## src/rtl/lcd_timing_gen.sv

```systemverilog
// Parametrised LCD timing generator: H/V sync FSMs, early pixel request,
// latency-matched sync/DEN/RGB output, border test mode, interrupts and scroll offsets.
//
// state     | meaning
// ----------+---------------------------------------------
// ST_SYNC   | sync pulse asserted (H_PULSE clocks / V_PULSE lines)
// ST_BP     | back porch
// ST_ACTIVE | visible region, pixels requested
// ST_FP     | front porch, last state before wrap to ST_SYNC
module lcd_timing_gen #(
  parameter int unsigned H_ACTIVE = 800,
  parameter int unsigned H_FP     = 210,
  parameter int unsigned H_PULSE  = 1,
  parameter int unsigned H_BP     = 46,
  parameter int unsigned V_ACTIVE = 480,
  parameter int unsigned V_FP     = 23,
  parameter int unsigned V_PULSE  = 5,
  parameter int unsigned V_BP     = 23,
  parameter bit          SYNC_POL = 1'b0,
  parameter int unsigned PIPE_LAT = 2
) (
  input  logic        clk_pix,
  input  logic        reset,
  output logic        pix_valid,
  output logic [15:0] pix_x,
  output logic [15:0] pix_y,
  input  logic [15:0] pix_rgb,
  input  logic [15:0] offset_x_in,
  input  logic [15:0] offset_y_in,
  output logic [15:0] offset_x,
  output logic [15:0] offset_y,
  input  logic [15:0] line_int_at,
  input  logic        border_en,
  output logic        LCD_HSYNC,
  output logic        LCD_VSYNC,
  output logic        LCD_DEN,
  output logic [4:0]  LCD_R,
  output logic [5:0]  LCD_G,
  output logic [4:0]  LCD_B,
  output logic        frame_int,
  output logic        line_int
);

  function automatic int unsigned max4(input int unsigned a, input int unsigned b,
                                       input int unsigned c, input int unsigned d);
    int unsigned m;
    m = a;
    if (b > m) m = b;
    if (c > m) m = c;
    if (d > m) m = d;
    return m;
  endfunction

  localparam int unsigned H_MAX = max4(H_ACTIVE, H_FP, H_PULSE, H_BP);
  localparam int unsigned V_MAX = max4(V_ACTIVE, V_FP, V_PULSE, V_BP);
  localparam int unsigned H_CW  = (H_MAX > 1) ? $clog2(H_MAX) : 1;
  localparam int unsigned V_CW  = (V_MAX > 1) ? $clog2(V_MAX) : 1;

  localparam logic [H_CW-1:0] H_SYNC_LAST = H_CW'(H_PULSE - 1);
  localparam logic [H_CW-1:0] H_BP_LAST   = H_CW'(H_BP - 1);
  localparam logic [H_CW-1:0] H_ACT_LAST  = H_CW'(H_ACTIVE - 1);
  localparam logic [H_CW-1:0] H_FP_LAST   = H_CW'(H_FP - 1);
  localparam logic [V_CW-1:0] V_SYNC_LAST = V_CW'(V_PULSE - 1);
  localparam logic [V_CW-1:0] V_BP_LAST   = V_CW'(V_BP - 1);
  localparam logic [V_CW-1:0] V_ACT_LAST  = V_CW'(V_ACTIVE - 1);
  localparam logic [V_CW-1:0] V_FP_LAST   = V_CW'(V_FP - 1);

  typedef enum logic [1:0] {
    ST_SYNC   = 2'd0,
    ST_BP     = 2'd1,
    ST_ACTIVE = 2'd2,
    ST_FP     = 2'd3
  } tstate_e;

  tstate_e         h_st_q, h_st_d, v_st_q, v_st_d;
  logic [H_CW-1:0] h_cnt_q, h_cnt_d;
  logic [V_CW-1:0] v_cnt_q, v_cnt_d;
  logic            h_last, v_last, h_wrap, frame_wrap;
  logic            hs_q, hs_d, vs_q, vs_d, den_q, den_d;
  logic [15:0]     rgb_q, rgb_d;
  logic            frame_int_q, frame_int_d, line_int_q, line_int_d;
  logic [15:0]     offset_x_q, offset_x_d, offset_y_q, offset_y_d;
  logic            border0;
  logic [3:0]      stg0, stg_last;

  always_comb begin
    h_last = 1'b0;
    unique case (h_st_q)
      ST_SYNC:   h_last = (h_cnt_q == H_SYNC_LAST);
      ST_BP:     h_last = (h_cnt_q == H_BP_LAST);
      ST_ACTIVE: h_last = (h_cnt_q == H_ACT_LAST);
      ST_FP:     h_last = (h_cnt_q == H_FP_LAST);
      default:   h_last = 1'b1;
    endcase
    v_last = 1'b0;
    unique case (v_st_q)
      ST_SYNC:   v_last = (v_cnt_q == V_SYNC_LAST);
      ST_BP:     v_last = (v_cnt_q == V_BP_LAST);
      ST_ACTIVE: v_last = (v_cnt_q == V_ACT_LAST);
      ST_FP:     v_last = (v_cnt_q == V_FP_LAST);
      default:   v_last = 1'b1;
    endcase

    h_wrap     = h_last && (h_st_q == ST_FP);
    frame_wrap = h_wrap && v_last && (v_st_q == ST_FP);

    h_st_d  = h_st_q;
    h_cnt_d = h_cnt_q + H_CW'(1);
    if (h_last) begin
      h_cnt_d = '0;
      h_st_d  = tstate_e'(h_st_q + 2'd1);
    end

    // The vertical FSM only moves on the last clock of a line.
    v_st_d  = v_st_q;
    v_cnt_d = v_cnt_q;
    if (h_wrap) begin
      v_cnt_d = v_cnt_q + V_CW'(1);
      if (v_last) begin
        v_cnt_d = '0;
        v_st_d  = tstate_e'(v_st_q + 2'd1);
      end
    end
  end

  assign pix_valid = (h_st_q == ST_ACTIVE) && (v_st_q == ST_ACTIVE);
  assign pix_x     = pix_valid ? 16'(h_cnt_q) : 16'd0;
  assign pix_y     = pix_valid ? 16'(v_cnt_q) : 16'd0;

  assign border0 = border_en && pix_valid &&
                   ((h_cnt_q == '0) || (h_cnt_q == H_ACT_LAST) ||
                    (v_cnt_q == '0) || (v_cnt_q == V_ACT_LAST));

  assign stg0 = {h_st_q == ST_SYNC, v_st_q == ST_SYNC, pix_valid, border0};

  generate
    if (PIPE_LAT == 0) begin : g_nodly
      assign stg_last = stg0;
    end else begin : g_dly
      logic [4*PIPE_LAT-1:0] dly_q, dly_d;
      if (PIPE_LAT == 1) begin : g_one
        assign dly_d = stg0;
      end else begin : g_many
        assign dly_d = {dly_q[4*PIPE_LAT-5:0], stg0};
      end
      always_ff @(posedge clk_pix or negedge reset) begin
        if (!reset) dly_q <= '0;
        else        dly_q <= dly_d;
      end
      assign stg_last = dly_q[4*PIPE_LAT-1 -: 4];
    end
  endgenerate

  always_comb begin
    hs_d  = stg_last[3] ^ ~SYNC_POL;
    vs_d  = stg_last[2] ^ ~SYNC_POL;
    den_d = stg_last[1];
    if (!stg_last[1])     rgb_d = 16'h0000;
    else if (stg_last[0]) rgb_d = 16'hFFFF;
    else                  rgb_d = pix_rgb;

    frame_int_d = frame_wrap;
    // Predicted from next-state so the pulse lands on the first visible clock.
    line_int_d  = (h_st_d == ST_ACTIVE) && (h_cnt_d == '0) &&
                  (v_st_d == ST_ACTIVE) && (16'(v_cnt_d) == line_int_at);

    offset_x_d = frame_wrap ? offset_x_in : offset_x_q;
    offset_y_d = frame_wrap ? offset_y_in : offset_y_q;
  end

  always_ff @(posedge clk_pix or negedge reset) begin
    if (!reset) begin
      h_st_q      <= ST_SYNC;
      v_st_q      <= ST_SYNC;
      h_cnt_q     <= '0;
      v_cnt_q     <= '0;
      hs_q        <= ~SYNC_POL;
      vs_q        <= ~SYNC_POL;
      den_q       <= 1'b0;
      rgb_q       <= 16'h0000;
      frame_int_q <= 1'b0;
      line_int_q  <= 1'b0;
      offset_x_q  <= 16'h0000;
      offset_y_q  <= 16'h0000;
    end else begin
      h_st_q      <= h_st_d;
      v_st_q      <= v_st_d;
      h_cnt_q     <= h_cnt_d;
      v_cnt_q     <= v_cnt_d;
      hs_q        <= hs_d;
      vs_q        <= vs_d;
      den_q       <= den_d;
      rgb_q       <= rgb_d;
      frame_int_q <= frame_int_d;
      line_int_q  <= line_int_d;
      offset_x_q  <= offset_x_d;
      offset_y_q  <= offset_y_d;
    end
  end

  assign LCD_HSYNC = hs_q;
  assign LCD_VSYNC = vs_q;
  assign LCD_DEN   = den_q;
  assign LCD_R     = rgb_q[15:11];
  assign LCD_G     = rgb_q[10:5];
  assign LCD_B     = rgb_q[4:0];
  assign frame_int = frame_int_q;
  assign line_int  = line_int_q;
  assign offset_x  = offset_x_q;
  assign offset_y  = offset_y_q;

endmodule

```

## config.mk

```make
export PLATFORM = sky130hd
export DESIGN_NAME = lcd_timing_gen
export DESIGN_NICKNAME = d
export VERILOG_FILES = /design/src/rtl/lcd_timing_gen.sv
export SDC_FILE = /design/constraint.sdc
export NUM_CORES = 1
export LEC_CHECK = 0
export CAP_MARGIN = 20
export CORE_MARGIN = 5
export CORE_UTILIZATION = 30
export DETAILED_ROUTE_END_ITERATION = 10
export GPL_TIMING_DRIVEN = 0
export SYNTH_ARGS = -nofsm -noshare
export SYNTH_HDL_FRONTEND = slang
export SYNTH_SLANG_ARGS = --single-unit
```

## constraint.sdc

```tcl
create_clock -name clk_pix -period 7.7 [get_ports clk_pix]
set_input_delay 1.155 -clock clk_pix [delete_from_list [all_inputs] [get_ports clk_pix]]
set_output_delay 1.155 -clock clk_pix [all_outputs]
set_load 0.05 [all_outputs]
```

---- After elaboration in Yosys (flattened, before gate mapping) ----
Cells that the tools add are included.
word-level totals
  register bits ........................... 84
  input bits .............................. 67
  output and inout bits ................... 86
  logic and storage cells ................. 64
operators by class
  equal/unequal tests ..................... 15
  reduce and logical (&&, ||, !) cells .... 18
  mux-type cells .......................... 12
  add/subtract/negate cells ............... 4
  bitwise logic cells ..................... 2
operator list
  operator               count
  $mux 16                2
  $mux 9                 3
  $logic_not 10->1       2
  $mux 10                2
  $eq 9x16->1            1
  $eq 2x2->1 const B     6
  $add 10x1->10 const B  1
  $eq 10x10->1 const B   1
  $eq 10x6->1 const B    1
  $eq 10x8->1 const B    1
  $add 9x1->9 const B    1
  $eq 9x3->1 const B     1
  $eq 9x5->1 const B     1
  $eq 9x9->1 const B     1
  $logic_and 1x1->1      9
  $logic_not 9->1        1
  $mux 2                 3
  $add 2x1->2 const B    2
  $eq 2x1->1 const B     2
  $logic_not 2->1        2
  $pmux 1 s4             1
  $logic_or 1x1->1       3
  $pmux 1 s3             1
  $not 1->1              2
  $reduce_or 2->1        1

---- Longest topological paths before layout ----
Gate-level depths: netlist (run 1).
  depth after elaboration ................. 8
  depth in mapped cells ................... 11

---- Worst setup path after synthesis (run 1) ----
OpenSTA, ideal clock, no wires.
  kind .................................... input to register
  from .................................... input port line_int_at[6]
  to ...................................... register line_int_q, in the netlist line_int
  required time ........................... 7,632 ps
  stages on the path ...................... 8
  path buffers ............................ 0
  slack ................................... 4,994 ps
  data arrival time ....................... 2,638 ps
  cell sequence ........................... nand2b_1 > o21ai_0 > a221o_1 > a311oi_1 > o22ai_1 > nor4_1 > o2111ai_1 > and4b_1
on the way
  longest elaborated chain between the ends .. 2
ends and longest elaborated chain
  what                  line  RTL
  start, declared       32    input logic [15:0] line_int_at,
  $eq 9x16->1           165   (v_st_d == ST_ACTIVE) && (16'(v_cnt_d) == line_int_at);
  $logic_and 1x1->1     165
  via line_int_d        81    logic frame_int_q, frame_int_d, line_int_q, line_int_d;
  end signal, assigned  195   line_int_q <= line_int_d;
  end, declared         81
The timed path passes the listed nets, and every way through them passes these cells.
A chain may end at the register's enable or synchronous reset.

---- Worst setup path after layout (run 1) ----
  from .................................... register v_st_q[0]
  to ...................................... output port pix_y[2]
on the way
  longest elaborated chain between the ends .. 3
ends and longest elaborated chain
  what                    line  RTL
  start, declared         75    tstate_e h_st_q, h_st_d, v_st_q, v_st_d;
  start signal, assigned  187   v_st_q <= v_st_d;
  $eq 2x2->1              126   assign pix_valid = (h_st_q == ST_ACTIVE) && (v_st_q == ST_ACTIVE);
  $logic_and 1x1->1       126
  $mux 9                  128   assign pix_y = pix_valid ? 16'(v_cnt_q) : 16'd0;
  end, declared           26    output logic [15:0] pix_y,
No other way between the ends.

==> results by group, run 1 <==
Critical path
  – Signal arrival time at the worst endpoint: 2.63 ns
  – Worst R2R Path Depth: 10
  – CP max FO: 10
  – Req. time, crit path: 6.55 ns
  – Setup crit end kind: output pin
  – Critical path class: register to output pin
  – CP startpoint kind: register

Final layout
  – ANT cells: 0
  – Final std cell area, no fill: 0.006379 mm²
  – Fill cells: 1328
  – Layout cells sized above 1: 12.48%
  – Nets: approximately 660
  – Final Non-Filler Cells: 769
  – Most common cell after layout, fill and taps aside: clkdlybuf4s50_1
  – Most frequent cells in the layout: 138 x clkdlybuf4s50_1, 82 x dfrtp_1, 26 x nor2_1, 24 x clkbuf_1, 24 x and3_1
  – Core Util, Final: between 40% and 50%
  – FF+latch area: ~0.0021 mm²
  – Area occupied by multi-input gates: 0.001993 mm²
  – Area Growth Syn to Fin: 45.99%

Yosys
  – Fraction of registers with async set/reset: 100.0%
  – Ys flop type: dfrtp_1
  – Post-synth cell types: 62
  – Post-synthesis cell count: 417
  – Sequential-to-total area share from yosys stat: 48.17%
  – Mean Syn Cell Area: 10.48 µm²
  – Post-synth EDFFs: 0
  – FF+latch count, synth: 84
  – Synthesis Warnings: 0
  – Post-synthesis cell area: between 0.004 and 0.005 mm²

Power
  – Internal: 765.0 µW
  – Clk pwr share: a little under half
  – Peak supply drop: 0.00008338 V
  – P_sw: a little over 200 µW
  – Logic pwr share: 7.4%
  – Sw Share: 21.09%
  – Leak pwr: 2.811 nW
  – Power per cell area: ~150 mW/mm²
  – Overall Power: 969.4 µW
  – Seq pwr share: 45.5%

Routing
  – Post-DRT Antenna Nets: 0
  – Drc violations: 0
  – 1st-pass router iterations: 4
  – Iter 0 DRT Violations: 210
  – Post-DR vias/cell: 4.806
  – DRT Wirelength: between 10000 and 15000 µm
  – DR WL/cell: between 15 and 20 µm
  – Via count: 3696

Place
  – Pre-CTS setup slack: 3.842 ns
  – GP Congestion: 0.8718
  – Detailed-placement wirelength estimate: 9483 µm
  – Placed cells: 753
  – Port-buffer cells: 139
  – Placed cell areas: 0.006061 mm²

Clocking
  – CTS Hold Bufs: 0
  – CTS resizes: 0
  – CTS tree: yes
  – Reg clk slew, reported paths: 0.06 ns
  – H-Tree Depth: 3
  – Clock sink count: 84
  – Worst skew pair latency: 0.33 ns
  – Root Driver: clkbuf_16
  – Cts bufs inserted: 9
  – # Post-CTS Setup Buffers: 0
  – Max Root-Sink Buffers: 2

Global route
  – Largest net degree at the start of global routing: 50
  – Total GRT Usage: 13.95%
  – Vias in the first global route: 3795
  – First-pass GRT wire length: 18860 µm
  – Grt ovf: 0
  – Antenna violations before repair: 0

STA
  – Final Max Slew Viols: 0
  – Hold Violations, Final: 0
  – Setup TNS: 0 ns
  – Fmax: between 200 and 300 MHz
  – Max-slew headroom: 59.46%
  – Worst setup margin: 3.914 ns
  – Final setup viols: 0
  – Least-Margin Pin Slew: 0.6062 ns
  – Min Tclk post-route: 3.786 ns
  – Worst hold slack: 0.3492 ns
  – Final worst-path cycle share: 49.17%
  – Final Skew: 0.008139 ns
  – RSZ-0062 raised after global routing: no

Min path
  – Class of the worst hold path: register to register
  – Depth of the worst hold-timing path: 0

Status
  – Status: finished clean

Die
  – # IOs: approximately 150
  – # rows: 44
  – Die width: 130.7 µm
  – Die area: roughly 0.017 mm²
  – Initial core utilization: 30.29%
  – Core area: 0.01442 mm²
  – Die Ht: 130.7 µm

Job
  – Max cap viols: 0
worst max-delay path: stages (launching register included):
cell and delay (ns):
dfrtp_1 0.44, inv_1 0.14, ha_1 0.28, clkbuf_1 0.36, and3_1 0.21, clkdlybuf4s50_1 0.87
synth_stat cells, types with 2 or more instances:
library cell  number  area, µm²
dfrtp_1           82       2052
nor2_1            26      97.59
and3_1            24      150.1
nand2_1           23      86.33
clkbuf_1          22      82.58
mux2_2            20      225.2
inv_1             18      67.56
o21ai_0           17      85.08
buf_4             16      120.1
o21a_1            16      120.1
nand3_1           15      75.07
ha_1              12      150.1
mux2_1            12      135.1
xnor2_1           12      105.1
nor3_1             9      45.04
a31oi_1            7      43.79
a21oi_1            5      25.02
buf_2              4      20.02
o31ai_1            4      30.03
xor2_1             4      35.03
and2_1             3      18.77
nand2b_1           3      18.77
nand4_1            3      18.77
nor4_1             3      18.77
o22ai_1            3      18.77
o311ai_0           3      26.28
o41ai_1            3      26.28
or4_1              3      22.52
a2111oi_2          2      30.03
a21o_1             2      15.01
a221oi_1           2      17.52
a22oi_1            2      15.01
a31o_2             2      17.52
buf_6              2      22.52
dfstp_2            2      52.55
nor2b_1            2      12.51
o2111ai_1          2      17.52
o32a_1             2      20.02
or3_1              2      12.51
power by group through the flow:
stage	sequential, mW	clock [mW]	combinational, mW
after floorplan	0.450	0	0.0236
after global placement	0.450	0	0.0699
after detailed placement	0.449	0	0.0718
after CTS	0.441	0.472	0.0722
after global routing	0.441	0.491	0.0770
final	0.441	0.457	0.0713
sequential cells by signal (all words and copies together), names as in the netlist:
name and cells:
h_st_q 2, frame_int 1, LCD_HSYNC 1, v_st_q 2
rgb_q 16, LCD_VSYNC 1, offset_x 16, offset_y 16
g_dly.dly_q 8, LCD_DEN 1, h_cnt_q 10, v_cnt_q 9
line_int 1
area by class of cell:
class	count	share of cell area [%]
Sequential cell	84	32.99
Tap cell	184	3.609
Clock inverter	5	1.334
Clock buffer	11	3.648
Buffer	45	3.903
Timing Repair Buffer	140	22.20
Inverter	18	1.059
Multi-Input combinational cell	282	31.25
worst paths after layout:
| kind | end | startpoint | slack, ns |
|---|---|---|---|
| setup / recovery | pix_y[2] | v_st_q[0]$_DFF_PN0_ | 3.91 |
| hold / removal | g_dly.dly_q[4]$_DFF_PN0_ | g_dly.dly_q[0]$_DFF_PN0_ | 0.35 |
| setup reg to reg | line_int$_DFF_PN0_ | h_cnt_q[0]$_DFF_PN0_ | 4.53 |
| hold reg to reg | g_dly.dly_q[4]$_DFF_PN0_ | g_dly.dly_q[0]$_DFF_PN0_ | 0.35 |
| max in group asynchronous | LCD_VSYNC$_DFF_PN1_ | reset | 6.26 |
| min in group asynchronous | LCD_DEN$_DFF_PN0_ | reset | 0.79 |
layer usage:
| layer | track usage [%] | routed length [µm] | up-vias |
|---|---|---|---|
| met3 | 3.008 | 1159 | 13 |
| met1 | 18.26 | 5202 | 1735 |
| li1 | - | - | 1786 |
| met4 | 4.356 | 167 | 0 |
| met2 | 23.15 | 5529 | 162 |
| met5 | 0 | 0 | - |
cell families after synthesis:
family                   Yosys count  synth area share (%)
multiplexers                      32                 8.248
flip-flops                        84                 48.17
adder cells (fa/ha/maj)           12                 3.436
buffers and inverters             63                 7.245
XOR/XNOR                          16                 3.207
other                              1               0.08583
AO/OA/AOI/OAI                     83                 14.12
AND/OR/NAND/NOR                  126                 15.49
No activity file was read; power rests on OpenSTA's default activity.
==> inputs of run 2 (changes only) <==
Clock period 7.7 ns to 3.8 ns, I/O delays scaled along.
==> results of run 2 <==
Same layout as run 1 (identical final DEF). Status: finished clean.
Among the figures that moved: setup slack after placement 3.842 ns -> 0.5271 ns; setup slack after layout 3.914 ns -> 0.5986 ns; hold slack 0.3492 ns -> 0.2038 ns; register-to-register setup slack 4.53 ns -> 0.63 ns; total power 0.9694 mW -> 1.964 mW; worst IR drop on VDD 0.00008338 V -> 0.0001689 V
